===== src/rtl/ahb_mem_slave.sv =====
// AHB-Lite word-addressed memory responder with OKAY / two-cycle ERROR responses and write statistics.
// Optional wait states before every OKAY data phase are enabled with the AHB_SLAVE_WAIT_EN macro.
module ahb_mem_slave #(
    parameter int unsigned DEPTH       = 64,
    parameter int unsigned WAIT_CYCLES = 2
) (
    input  logic        HCLK,
    input  logic        HRESETn,
    input  logic        HSEL,
    input  logic [31:0] HADDR,
    input  logic        HWRITE,
    input  logic [2:0]  HSIZE,
    input  logic [2:0]  HBURST,
    input  logic [1:0]  HTRANS,
    input  logic [31:0] HWDATA,
    output logic [31:0] HRDATA,
    output logic        HREADY,
    output logic        HRESP,
    output logic [15:0] o_wr_count,
    output logic [31:0] o_last_addr
);

    localparam int unsigned AW          = (DEPTH > 1) ? $clog2(DEPTH) : 1;
    localparam logic [1:0]  TRANS_NSEQ  = 2'b10;
    localparam logic [1:0]  TRANS_SEQ   = 2'b11;
    localparam logic [2:0]  SIZE_WORD   = 3'b010;
    localparam logic        RESP_OKAY   = 1'b0;
    localparam logic        RESP_ERROR  = 1'b1;

    typedef enum logic [2:0] {
        ST_IDLE = 3'd0,
        ST_DATA = 3'd1,
        ST_ERR1 = 3'd2,
        ST_ERR2 = 3'd3
`ifdef AHB_SLAVE_WAIT_EN
        ,
        ST_WAIT = 3'd4
`endif
    } state_t;

    state_t      state_q, state_d, launch_state_s;
    logic [31:0] addr_q, addr_d;
    logic        write_q, write_d;
    logic        err_q, err_d;
    logic [15:0] wr_count_q, wr_count_d;
    logic [31:0] last_addr_q, last_addr_d;
    logic        accept_s;
    logic        wr_en_s;
    logic [31:0] mem_q [DEPTH];
`ifdef AHB_SLAVE_WAIT_EN
    logic [3:0]  wait_cnt_q, wait_cnt_d, launch_cnt_s;
`endif

    // Burst type carries no behaviour here; the wait parameter is only live with the macro.
    logic unused_s;
    assign unused_s = ^{HBURST, 4'(WAIT_CYCLES)};

    function automatic logic phase_err(input logic [2:0] size, input logic [31:0] addr);
        phase_err = (size != SIZE_WORD) || (addr >= 32'(DEPTH));
    endfunction

    // Accept NONSEQ/SEQ address phases only while the bus is ready.
    always_comb begin
        accept_s = HSEL && HREADY && ((HTRANS == TRANS_NSEQ) || (HTRANS == TRANS_SEQ));
    end

    // Where the FSM goes from a state that can take a new address phase.
    always_comb begin
        launch_state_s = ST_IDLE;
`ifdef AHB_SLAVE_WAIT_EN
        launch_cnt_s   = 4'd0;
`endif
        if (accept_s) begin
            if (phase_err(HSIZE, HADDR)) begin
                launch_state_s = ST_ERR1;
            end
`ifdef AHB_SLAVE_WAIT_EN
            else if (WAIT_CYCLES > 0) begin
                launch_state_s = ST_WAIT;
                launch_cnt_s   = 4'(WAIT_CYCLES);
            end
`endif
            else begin
                launch_state_s = ST_DATA;
            end
        end else begin
            launch_state_s = ST_IDLE;
        end
    end

    // Next-state, address-phase capture and write-completion bookkeeping.
    always_comb begin
        state_d     = state_q;
        addr_d      = addr_q;
        write_d     = write_q;
        err_d       = err_q;
        wr_count_d  = wr_count_q;
        last_addr_d = last_addr_q;
        wr_en_s     = 1'b0;
`ifdef AHB_SLAVE_WAIT_EN
        wait_cnt_d  = wait_cnt_q;
`endif
        if (accept_s) begin
            addr_d  = HADDR;
            write_d = HWRITE;
            err_d   = phase_err(HSIZE, HADDR);
        end else begin
            addr_d  = addr_q;
        end
        case (state_q)
            ST_IDLE, ST_ERR2: begin
                state_d = launch_state_s;
`ifdef AHB_SLAVE_WAIT_EN
                wait_cnt_d = launch_cnt_s;
`endif
            end
            ST_DATA: begin
                state_d = launch_state_s;
`ifdef AHB_SLAVE_WAIT_EN
                wait_cnt_d = launch_cnt_s;
`endif
                if (write_q) begin
                    wr_en_s     = 1'b1;
                    wr_count_d  = wr_count_q + 16'd1;
                    last_addr_d = addr_q;
                end else begin
                    wr_en_s     = 1'b0;
                end
            end
            ST_ERR1: begin
                state_d = ST_ERR2;
            end
`ifdef AHB_SLAVE_WAIT_EN
            ST_WAIT: begin
                wait_cnt_d = wait_cnt_q - 4'd1;
                if (wait_cnt_q <= 4'd1) begin
                    state_d = ST_DATA;
                end else begin
                    state_d = ST_WAIT;
                end
            end
`endif
            default: begin
                state_d = ST_IDLE;
            end
        endcase
    end

    // Bus response decode from the current data-phase state.
    always_comb begin
        HREADY = 1'b1;
        HRESP  = RESP_OKAY;
        HRDATA = 32'h0000_0000;
        case (state_q)
            ST_DATA: begin
                if (!write_q) begin
                    HRDATA = mem_q[addr_q[AW-1:0]];
                end else begin
                    HRDATA = 32'h0000_0000;
                end
            end
            ST_ERR1: begin
                HREADY = 1'b0;
                HRESP  = RESP_ERROR;
            end
            ST_ERR2: begin
                HRESP  = RESP_ERROR;
            end
`ifdef AHB_SLAVE_WAIT_EN
            ST_WAIT: begin
                HREADY = 1'b0;
            end
`endif
            default: begin
                HREADY = 1'b1;
            end
        endcase
    end

    // Control and statistics registers; reset drops any pending data phase.
    always_ff @(posedge HCLK or negedge HRESETn) begin
        if (!HRESETn) begin
            state_q     <= ST_IDLE;
            addr_q      <= 32'h0000_0000;
            write_q     <= 1'b0;
            err_q       <= 1'b0;
            wr_count_q  <= 16'd0;
            last_addr_q <= 32'h0000_0000;
`ifdef AHB_SLAVE_WAIT_EN
            wait_cnt_q  <= 4'd0;
`endif
        end else begin
            state_q     <= state_d;
            addr_q      <= addr_d;
            write_q     <= write_d;
            err_q       <= err_d;
            wr_count_q  <= wr_count_d;
            last_addr_q <= last_addr_d;
`ifdef AHB_SLAVE_WAIT_EN
            wait_cnt_q  <= wait_cnt_d;
`endif
        end
    end

    // Memory array is deliberately left unreset.
    always_ff @(posedge HCLK) begin
        if (wr_en_s) begin
            mem_q[addr_q[AW-1:0]] <= HWDATA;
        end
    end

    assign o_wr_count  = wr_count_q;
    assign o_last_addr = last_addr_q;

endmodule


===== config.mk =====
export PLATFORM = sky130hd
export DESIGN_NAME = ahb_mem_slave
export DESIGN_NICKNAME = d
export VERILOG_FILES = /design/src/rtl/ahb_mem_slave.sv
export SDC_FILE = /design/constraint.sdc
export NUM_CORES = 2
export LEC_CHECK = 0
export CAP_MARGIN = 30
export CORE_UTILIZATION = 43
export CTS_CLUSTER_SIZE = 12
export DETAILED_ROUTE_END_ITERATION = 10
export GPL_TIMING_DRIVEN = 1
export PLACE_DENSITY = 0.55
export SLEW_MARGIN = 20
export SYNTH_ARGS = -nofsm -noshare
export SYNTH_HDL_FRONTEND = slang
export SYNTH_SLANG_ARGS = --single-unit

===== constraint.sdc =====
create_clock -name HCLK -period 3.9 [get_ports HCLK]
set_input_delay 0.585 -clock HCLK [delete_from_list [all_inputs] [get_ports HCLK]]
set_output_delay 0.585 -clock HCLK [all_outputs]
set_load 0.01 [all_outputs]

==> results.toml <==
[status]
status = "finished with violations"
violations = "setup timing"

[yosys]
synth_flop_cell = "edfxtp_1"
synth_most_common_cell = "edfxtp_1"
postSynthCellCount = 3543
avgSynthCellArea_um2 = 22.69
yosys-top-cells-count = "2048 x edfxtp_1, 506 x mux4_2, 240 x a22oi_1"
synth_top_cell_by_area = "edfxtp_1"
synthTopCellsByArea = "edfxtp_1 77%, mux4_2 14%, dfrtp_1 2.6%"
seq_area_frac_synth_pct = 79.10
syn_area_um2 = 80370
synth_top_area_share_pct = 76.52
ys_seq_elements = 2131
synth-warning-count = 0
synth_nets = 3620
async_flop_share_pct = 3.895
ys_types = 45
synth-edff-count = 2048

[timing]
slew_viol_final = 0
worst_slew_pin_slew_ns = 0.9387
fmaxAchievable_mhz = 237.8
finalCritPeriodShare_pct = 107.8
setup_viol = 32
whs_ns = 0.1101
fin_setup_tns_ns = -5.830
postLayoutSetupSlackWorst_ns = -0.3046
fin_crit_ns = 4.205
skew_ns = 0.05530
hold_viol = 0
rsz0062_at_grt = "yes"
max_slew_margin_pct = 37.42

[critical_path]
path_class = "reg2out"
critPathSlowestCell = "dfrtp_4"
timing.critical_path.max_delay_family = "buffers and inverters"
path_max_fanout = 8
critPathLaunchType = "flop"
slowest_delay_ns = 0.48
worstPathRequired_ns = 3.31
worstPathArrival_ns = 3.62
crit_chain = "buf_12 -> buf_8 -> buf_16 -> buf_8 -> mux4_2 -> a22oi_2 -> nand4_1 -> nor2_2 -> buf_6 -> nor2_4 -> buf_6"
crit_path_end_kind = "output pin"
cp_num_buf_inv = 6

[global_routing]
grt.total_usage_pct = 23.17
overflow = 0
antenna_found_initial = 15
grt_pass1_vias = 40260
grt_max_degree = 65
grt_pass1_wl_um = 303500

[route]
drt-vias-per-instance = 5.836
wl_per_cell_um = 31.85
drt_iter0_drc = 3997
drc = 0
wirelength_um = 216600
vias = 39680
ant_nets = 0
first_pass_iters = 5

[clock_tree]
clock_sinks = 2131
clk_pin_slew_ns = 0.06
cts_root_buf = "clkbuf_16"
cts_tree = "yes"
clockBufferDepth = 3
clkLatencyLatePin_ns = 0.86
htree_num_levels = 4
cts_inserted_buffers = 215

[power]
ir_drop_mv = 0.5393
leakagePower_nw = 30.83
power_density_nw_per_um2 = 673.2
swShare_pct = 29.02
switchingPower_mw = 18.97
comb_power_share_pct = 31.0
clockPowerShare_pct = 29.2
seq_power_share_pct = 39.8
p_int_mw = 46.39

[floorplanning]
die_width_um = 434.3
dieArea_um2 = 188700
core_um2 = 185600
initial_core_util_pct = 43.30
io_pins = 158
die_h_um = 434.3
rows = 158

[layout]
final_core_util_pct = 52.30
drive_above_1_share_pct = 35.06
area_growth_syn_to_layout_pct = 20.79
fin_nets = 4236

[placed_design]
place_hpwl_um = 120100
port_buffers = 153
gp_congestion = 0.7798

[flow_run]
drv_cap = 0

[worst_hold_path]
min_path_type = "in2reg"
worst reg2reg max path: cells and delay by family, from the launching register on:
kind	cells	cell delay (ns)
and+or+nand+nor	3	1.40
buffers and inverters	7	1.25
DFF	1	0.48
power groups by stage:
| stage | registers (mW) | clock network [mW] | logic [mW] |
|---|---|---|---|
| 6_report | 26.0 | 19.1 | 20.2 |
| 5_1_grt | 26.1 | 20.3 | 21.3 |
| 4_1_cts | 26.0 | 19.4 | 19.6 |
| 3_5_place_dp | 26.6 | 0 | 17.3 |
| 3_3_place_gp | 26.6 | 0 | 17.2 |
| 2_1_floorplan | 26.4 | 0 | 9.85 |
cells by family (layout without fill, tap and decap cells):
logic type      Yosys count  count (layout)  synth area share [%]
other cells               0               5                     0
buf+inv                 203             975                 1.206
xor+xnor                 15              15                0.1635
fa+ha+maj                 1               1               0.01556
simple gates            367             367                 2.150
compound gates          264             264                 2.436
flops                  2131            2131                 79.10
mux                     562             562                 14.93
stage by stage:
step,power [mW],cells,setup WS [ns],area (um^2)
after floorplan,36.23,3543,0.6734,80370
after global placement,43.78,6259,-0.1836,87850
after detailed placement,43.88,6277,-0.1861,88220
after CTS,65.09,6725,-0.4326,96150
after global routing,67.61,6797,-0.3901,97070
final,65.35,6800,-0.3046,97080
per-layer routing:
| layer | global-route usage (%) | wire length [um] | part of all wire (%) |
|---|---|---|---|
| met1 | 31.42 | 88190 | 41 |
| met2 | 38.17 | 108000 | 50 |
| met3 | 3.996 | 13500 | 6.2 |
| met4 | 7.723 | 6847 | 3.2 |
| met5 | 0 | 0 | 0 |
state kept, by name, summed over array words and instances (netlist names):
| signal | cells |
|---|---|
| mem_q | 2048 |
| addr_q | 32 |
| o_last_addr | 32 |
| o_wr_count | 16 |
| state_q | 2 |
| write_q | 1 |
worst paths after layout:
check                                  end  slack (ns)  cells past startpoint       start
setup reg to reg             mem_q[44][23]        0.41                     10   addr_q[0]
hold / removal                mem_q[25][1]        0.11                      1   HWDATA[1]
max in group asynchronous        addr_q[1]        2.96                      3     HRESETn
setup / recovery                HRDATA[10]       -0.30                     11   addr_q[0]
hold reg to reg            o_last_addr[15]        0.46                      2  addr_q[15]
min in group asynchronous       addr_q[31]        0.29                      2     HRESETn
layout by cell type (no fill, tap or decap), types with 5 or more instances in the layout:
| master | n |
|---|---|
| mux2i_1 | 17 |
| nand4_1 | 66 |
| clkinv_8 | 7 |
| nor2_1 | 55 |
| buf_6 | 36 |
| a22oi_2 | 100 |
| bufinv_16 | 6 |
| edfxtp_1 | 2048 |
| buf_2 | 44 |
| o21ai_0 | 6 |
| nor4_1 | 5 |
| clkbuf_16 | 219 |
| nand3_1 | 8 |
| clkbuf_1 | 70 |
| dfrtp_1 | 77 |
| mux4_2 | 506 |
| mux2_2 | 34 |
| clkdlybuf4s50_1 | 88 |
| buf_4 | 257 |
| buf_16 | 27 |
| clkinv_2 | 12 |
| clkinv_1 | 50 |
| nand2_1 | 112 |
| o22ai_1 | 5 |
| inv_1 | 8 |
| a22oi_1 | 140 |
| nor4bb_4 | 5 |
| xnor2_1 | 12 |
| nor2_2 | 10 |
| diode_2 | 5 |
| clkbuf_2 | 5 |
| buf_8 | 8 |
| nor2_4 | 73 |
| buf_12 | 125 |
final cells by class:
class                   instances  area (um^2)
flip-flops and latches       2131        63590
inverters                       8        30.03
repair buffers                594         6919
well taps                    2480         3103
clock inverters                83        641.9
diodes                          5        12.51
fillers                     14410        88550
multi-input cells            1209        17050
clock buffers                 290         5734
what timing repair did:
item,in CTS,in global routing
hold buffers,1,0
setup buffers,63,66
endpoints found under the hold margin,45,0
resized for setup,284,86
gates cloned,12,2
setup endpoints to repair,32,32
pin swaps,61,64
No activity file was read; power rests on OpenSTA's default activity.
